**src/rtl/radio_tx_framer.sv**
```systemverilog
// Sample FIFO plus 6-bit SDR beat serializer for the radio TX sample port.
// Latency: sample pushed at t into empty FIFO -> popped t+1 -> beat 0 on tx_data_o at t+2.
// Backpressure: sample_ready_o = FIFO not full; the output side never stalls (underflow inserts zeros).

// Generic synchronous FIFO, registered count, no write-through.
// Latency: an entry is readable the cycle after it is written.
// Backpressure: wr_rdy low when full (independent of a same-cycle read).
module fifo_sync #(
    parameter int Width = 24,
    parameter int Depth = 4
) (
    input  logic             clk_i,
    input  logic             rst_ni,
    input  logic             wr_vld,
    output logic             wr_rdy,
    input  logic [Width-1:0] wr_dat,
    output logic             rd_vld,
    input  logic             rd_rdy,
    output logic [Width-1:0] rd_dat
);
    localparam int PtrW = $clog2(Depth);

    logic [Width-1:0] mem [Depth];
    logic [PtrW-1:0]  wr_ptr;
    logic [PtrW-1:0]  rd_ptr;
    logic [PtrW:0]    count;
    logic             push;
    logic             pop;

    // Flags come from the registered count only, so ready/valid never depend on the opposite port.
    assign wr_rdy = (count != (PtrW+1)'(Depth));
    assign rd_vld = (count != '0);
    assign rd_dat = mem[rd_ptr];
    assign push   = wr_vld && wr_rdy;
    assign pop    = rd_vld && rd_rdy;

    // Storage array; contents need no reset because count gates visibility.
    always_ff @(posedge clk_i) begin
        if (push) begin
            mem[wr_ptr] <= wr_dat;
        end
    end

    // Pointers wrap naturally since Depth is a power of two; simultaneous push/pop holds count.
    always_ff @(posedge clk_i or negedge rst_ni) begin
        if (!rst_ni) begin
            wr_ptr <= '0;
            rd_ptr <= '0;
            count  <= '0;
        end else begin
            if (push) begin
                wr_ptr <= wr_ptr + 1'b1;
            end
            if (pop) begin
                rd_ptr <= rd_ptr + 1'b1;
            end
            if (push && !pop) begin
                count <= count + 1'b1;
            end else if (pop && !push) begin
                count <= count - 1'b1;
            end
        end
    end
endmodule

// Serializes each 24-bit I/Q sample into four 6-bit beats (I hi, Q hi, I lo, Q lo) with frame 1,1,0,0.
// Latency: two cycles from push into an empty FIFO to beat 0; one sample consumed per four cycles.
// Backpressure: sample_ready_o is FIFO-not-full; an empty FIFO mid-stream yields a zero symbol and underflow pulse.
module radio_tx_framer #(
    parameter int FifoDepth = 4
) (
    input  logic        clk_i,
    input  logic        rst_ni,
    input  logic        en_i,
    input  logic [23:0] sample_i,
    input  logic        sample_valid_i,
    output logic        sample_ready_o,
    output logic [5:0]  tx_data_o,
    output logic        tx_frame_o,
    output logic        tx_active_o,
    output logic        underflow_o,
    output logic [15:0] underflow_cnt_o,
    input  logic        clr_cnt_i
);
    typedef struct packed {
        logic [11:0] i;
        logic [11:0] q;
    } sample_t;

    typedef enum logic [0:0] {
        IDLE = 1'b0,
        RUN  = 1'b1
    } state_e;

    state_e      state_q;
    state_e      state_d;
    logic [1:0]  beat_q;
    logic [1:0]  beat_d;
    sample_t     smp_q;
    sample_t     smp_d;
    logic [5:0]  data_d;
    logic        frame_d;
    logic        ufl_d;
    logic        pop;
    logic        fifo_vld;
    sample_t     fifo_dat;
    logic [23:0] fifo_raw;
    logic [15:0] ufl_cnt_q;

    assign fifo_dat = sample_t'(fifo_raw);

    fifo_sync #(
        .Width (24),
        .Depth (FifoDepth)
    ) u_fifo (
        .clk_i  (clk_i),
        .rst_ni (rst_ni),
        .wr_vld (sample_valid_i),
        .wr_rdy (sample_ready_o),
        .wr_dat (sample_i),
        .rd_vld (fifo_vld),
        .rd_rdy (pop),
        .rd_dat (fifo_raw)
    );

    // Beat b of a sample: 0=I[11:6], 1=Q[11:6], 2=I[5:0], 3=Q[5:0].
    function automatic logic [5:0] beat_data(input sample_t s, input logic [1:0] b);
        logic [5:0] d;
        case (b)
            2'd0:    d = s.i[11:6];
            2'd1:    d = s.q[11:6];
            2'd2:    d = s.i[5:0];
            default: d = s.q[5:0];
        endcase
        return d;
    endfunction

    // Next-state and next-beat logic; output registers are loaded with the beat about to be shown,
    // so beat 0 of a freshly popped sample appears in the cycle right after the pop.
    always_comb begin
        state_d = state_q;
        beat_d  = beat_q;
        smp_d   = smp_q;
        data_d  = '0;
        frame_d = 1'b0;
        ufl_d   = 1'b0;
        pop     = 1'b0;
        case (state_q)
            IDLE: begin
                beat_d = 2'd0;
                if (en_i && fifo_vld) begin
                    pop     = 1'b1;
                    smp_d   = fifo_dat;
                    state_d = RUN;
                    data_d  = fifo_dat.i[11:6];
                    frame_d = 1'b1;
                end
            end
            RUN: begin
                if (beat_q != 2'd3) begin
                    beat_d  = beat_q + 2'd1;
                    data_d  = beat_data(smp_q, beat_q + 2'd1);
                    frame_d = (beat_q == 2'd0);
                end else begin
                    // Symbol boundary: only here may the stream stop, so symbols are never truncated.
                    beat_d = 2'd0;
                    if (en_i) begin
                        frame_d = 1'b1;
                        if (fifo_vld) begin
                            pop    = 1'b1;
                            smp_d  = fifo_dat;
                            data_d = fifo_dat.i[11:6];
                        end else begin
                            smp_d = '0;
                            ufl_d = 1'b1;
                        end
                    end else begin
                        state_d = IDLE;
                    end
                end
            end
            default: begin
                state_d = IDLE;
                beat_d  = 2'd0;
            end
        endcase
    end

    // State, beat index, shift register and registered pad-facing outputs.
    always_ff @(posedge clk_i or negedge rst_ni) begin
        if (!rst_ni) begin
            state_q     <= IDLE;
            beat_q      <= 2'd0;
            smp_q       <= '0;
            tx_data_o   <= '0;
            tx_frame_o  <= 1'b0;
            underflow_o <= 1'b0;
        end else begin
            state_q     <= state_d;
            beat_q      <= beat_d;
            smp_q       <= smp_d;
            tx_data_o   <= data_d;
            tx_frame_o  <= frame_d;
            underflow_o <= ufl_d;
        end
    end

    assign tx_active_o = (state_q == RUN);

    // Saturating underflow counter; a clear wins over a coincident underflow pulse.
    always_ff @(posedge clk_i or negedge rst_ni) begin
        if (!rst_ni) begin
            ufl_cnt_q <= '0;
        end else if (clr_cnt_i) begin
            ufl_cnt_q <= '0;
        end else if (underflow_o && (ufl_cnt_q != 16'hFFFF)) begin
            ufl_cnt_q <= ufl_cnt_q + 16'd1;
        end
    end

    assign underflow_cnt_o = ufl_cnt_q;
endmodule

```
**config.mk**
```make
export PLATFORM = sky130hd
export DESIGN_NAME = radio_tx_framer
export DESIGN_NICKNAME = d
export VERILOG_FILES = /design/src/rtl/radio_tx_framer.sv
export SDC_FILE = /design/constraint.sdc
export NUM_CORES = 1
export LEC_CHECK = 0
export CAP_MARGIN = 20
export CORE_MARGIN = 2
export CORE_UTILIZATION = 50
export CTS_CLUSTER_DIAMETER = 40
export DETAILED_ROUTE_END_ITERATION = 16
export PLACE_DENSITY = 0.85
export SYNTH_ARGS = -nofsm -noshare
export SYNTH_HDL_FRONTEND = slang
export SYNTH_SLANG_ARGS = --single-unit
```
**constraint.sdc**
```tcl
create_clock -name clk_i -period 2.63 [get_ports clk_i]
set_input_delay 0.263 -clock clk_i [delete_from_list [all_inputs] [get_ports clk_i]]
set_output_delay 0.263 -clock clk_i [all_outputs]
set_load 0.1 [all_outputs]
```
==> flow_summary.json <==
{
  "synth_edf_count": 96,
  "path_max_fanout": 9,
  "via_per_inst": 5.83,
  "fmax_mhz": 440,
  "netlist_instances": 370,
  "ir_worst_vdd_mv": 0.740,
  "p_leak_nw": 2.96,
  "rsz0062_at_grt": "false",
  "fp.dieW_um": 116,
  "initial_core_util_pct": 51.4,
  "r2r-start": "beat_q[0]",
  "syn_area_per_cell_um2": 16.8,
  "antenna_left": 0,
  "grt_pass1_wl_um": 19400,
  "n_fill_cell": 889,
  "cts_buffers": 17,
  "dp_cells": 590,
  "critPathLaunchType": "flip-flop",
  "max_stage_delay_ps": 400,
  "cp.required_ps": 2940,
  "routed_wl_um": 12100,
  "max_slew_margin_pct": 43.5,
  "fin_setup_tns_ps": 0,
  "synth_flop_cell": "edfxtp_1",
  "finalCritPeriodShare_pct": 86.5,
  "drive_gt1_share_pct": 23.5,
  "r2r_end": "u_fifo.count[1]",
  "track_usage_pct": 19.8,
  "dr.pass1.iters": 6,
  "dpl-instance-area_um2": 6950,
  "criticalPathCategory": "reg2reg",
  "tightestPinTransition_ps": 841,
  "core_um2": 12100,
  "diodes": 0,
  "layout.cells.non_filler": 623,
  "dp_slack_ps": 336,
  "final_area_um2": 7550,
  "io_buffers": 54,
  "finalCriticalPeriod_ps": 2270,
  "tritoncts": "yes",
  "antenna_found_initial": 0,
  "ys_ff_latch": 154,
  "grt-ovfl-total": 0,
  "timing.hold.ws_ps": 330,
  "finalSetupViolations": 0,
  "status": "completed",
  "clk_pin_slew_ps": 60,
  "slew_viol_final": 0,
  "synth-seq-area-share_pct": 69.6,
  "hold_viol_final": 0,
  "slowest_stage": "fa_1",
  "row_count": 40,
  "ff2ff_path_depth": 8,
  "drv_cap": 0,
  "drt_iter0_markers": 360,
  "grt_pass1_vias": 3706,
  "ys.warnings.count": 0,
  "setup_ws_ps": 355,
  "clkLatencyLatePin_ps": 420,
  "end_kind": "flip-flop",
  "p_per_area_nw_per_um2": 1120,
  "die_h_um": 116,
  "syn-num-nets": 411,
  "dp_hpwl_um": 7970,
  "yosys.cell_types.count": 46,
  "cts_buffer_depth": 2,
  "synthToLayoutAreaGrowth_pct": 21.2,
  "fin_skew_ps": 13.7,
  "nets": 483,
  "drc": 0,
  "grt_max_degree": 27,
  "io_pins": 55,
  "syn-cell-area_um2": 6230,
  "vias": 3630,
  "clock-sinks": 154,
  "layout_common_cells": "96 x edfxtp_1, 57 x dfrtp_1, 41 x buf_4",
  "dieArea_um2": 13400,
  "cts-root-buf": "clkbuf_16",
  "async_flop_share_pct": 37.7,
  "gp_congestion": 0.886,
  "cts_resized": 0,
  "crit_arrival_ps": 2580,
  "crit_chain": "ha_1, nor2b_1, nor3b_2, inv_1, ha_1, inv_1, fa_1, mux2_2",
  "routedWlPerCell_um": 19.5,
  "rrSetupSlack_ps": 360,
  "htree_levels": 4,
  "hold_class": "in2async",
  "final_common_cell": "edfxtp_1"
}
==> flip-flops by register name (all words and copies together) (netlist names) <==
signal,count
underflow_o,1
underflow_cnt_o,16
smp_q,24
tx_active_o,1
u_fifo.rd_ptr,2
u_fifo.count,3
beat_q,2
u_fifo.wr_ptr,2
tx_data_o,6
tx_frame_o,1
u_fifo.mem,96
==> where the power goes <==
group	switching [mW]	internal, mW
Clock	0.954	1.44
Combinational	1.42	1.06
Sequential	0.346	3.21
==> layer usage <==
layer | part of all wire (%) | routed length, µm | GRT usage (%) | vias to the layer above
met5 | 0 | 0 | 0 | -
met4 | 1.8 | 215 | 7.30 | 0
met3 | 4.8 | 578 | 5.49 | 22
met2 | 53 | 6480 | 34.0 | 118
met1 | 40 | 4860 | 24.3 | 1885
li1 | - | - | - | 1605
==> worst max path at each step <==
stage,from,to,slack (ps)
2_1_floorplan,tx_active_o,u_fifo.count[1],10
3_3_place_gp,beat_q[0],u_fifo.count[1],470
3_5_place_dp,beat_q[0],u_fifo.count[2],340
4_1_cts,beat_q[0],u_fifo.count[1],340
5_1_grt,beat_q[0],u_fifo.count[1],180
6_report,beat_q[0],u_fifo.count[1],360
==> synth_stat cells, types with 2 or more instances <==
| cell type | count | share of area, % |
|---|---|---|
| nand4_1 | 3 | 0.30 |
| nand2b_1 | 3 | 0.30 |
| dfrtp_1 | 58 | 23 |
| o31ai_1 | 5 | 0.60 |
| mux2_2 | 4 | 0.72 |
| or3_1 | 2 | 0.20 |
| nor3_1 | 5 | 0.40 |
| nor2_1 | 9 | 0.54 |
| nand4_2 | 2 | 0.40 |
| a22o_1 | 18 | 2.5 |
| o21ai_0 | 8 | 0.64 |
| and2_1 | 7 | 0.70 |
| or4_1 | 6 | 0.72 |
| buf_1 | 2 | 0.12 |
| buf_2 | 8 | 0.64 |
| nand3_1 | 7 | 0.56 |
| xor2_1 | 4 | 0.56 |
| a21o_1 | 12 | 1.4 |
| o41ai_1 | 2 | 0.28 |
| clkbuf_1 | 7 | 0.42 |
| ha_1 | 11 | 2.2 |
| inv_1 | 8 | 0.48 |
| edfxtp_1 | 96 | 46 |
| xnor2_1 | 3 | 0.42 |
| and3_1 | 5 | 0.50 |
| nor2b_1 | 3 | 0.30 |
| nand2_1 | 16 | 0.96 |
| mux4_2 | 24 | 8.7 |
| a222oi_1 | 6 | 0.96 |
| a21oi_1 | 9 | 0.72 |
| and4_1 | 2 | 0.28 |
==> worst max-delay path, delay by kind of cell (launching register included) <==
family / cells / cell delay, ps
fa+ha+maj: 3 / 990
buf+inv: 2 / 150
flops: 1 / 390
mux: 1 / 270
simple gates: 2 / 370
==> per-stage QoR <==
stage / utilization, % / total power, mW
after CTS: 62.3 / 8.50
after global routing: 62.3 / 8.81
after floorplan: - / 5.31
final: 62.3 / 8.43
after detailed placement: 57.4 / 6.09
after global placement: 57.4 / 5.96
==> cell type report <==
cell class                      count  area [µm²]  area share [%]
Clock buffer                       20         447            5.92
Clock inverter                     12         140            1.86
Inverter                            8        30.0           0.398
Multi-Input combinational cell    191        1790            23.7
Sequential cell                   154        4340            57.4
Tap cell                          168         210            2.78
Timing Repair Buffer               70         593            7.85
==> timing repair <==
action / 4_1_cts / 5_1_grt
setup buffers: 0 / 0
setup endpoints to repair: 0 / 0
endpoints found under the hold margin: 17 / 0
hold buffers: 1 / 0
==> cell families after synthesis <==
group / Yosys count / synth area share, %
adder cells (fa/ha/maj): 12 / 2.53
AO/OA/AOI/OAI: 65 / 8.01
XOR/XNOR: 7 / 0.984
flip-flops: 154 / 69.6
multiplexers: 29 / 9.56
AND/OR/NAND/NOR: 78 / 7.69
buffers and inverters: 25 / 1.67
No activity file was read; power rests on OpenSTA's default activity.
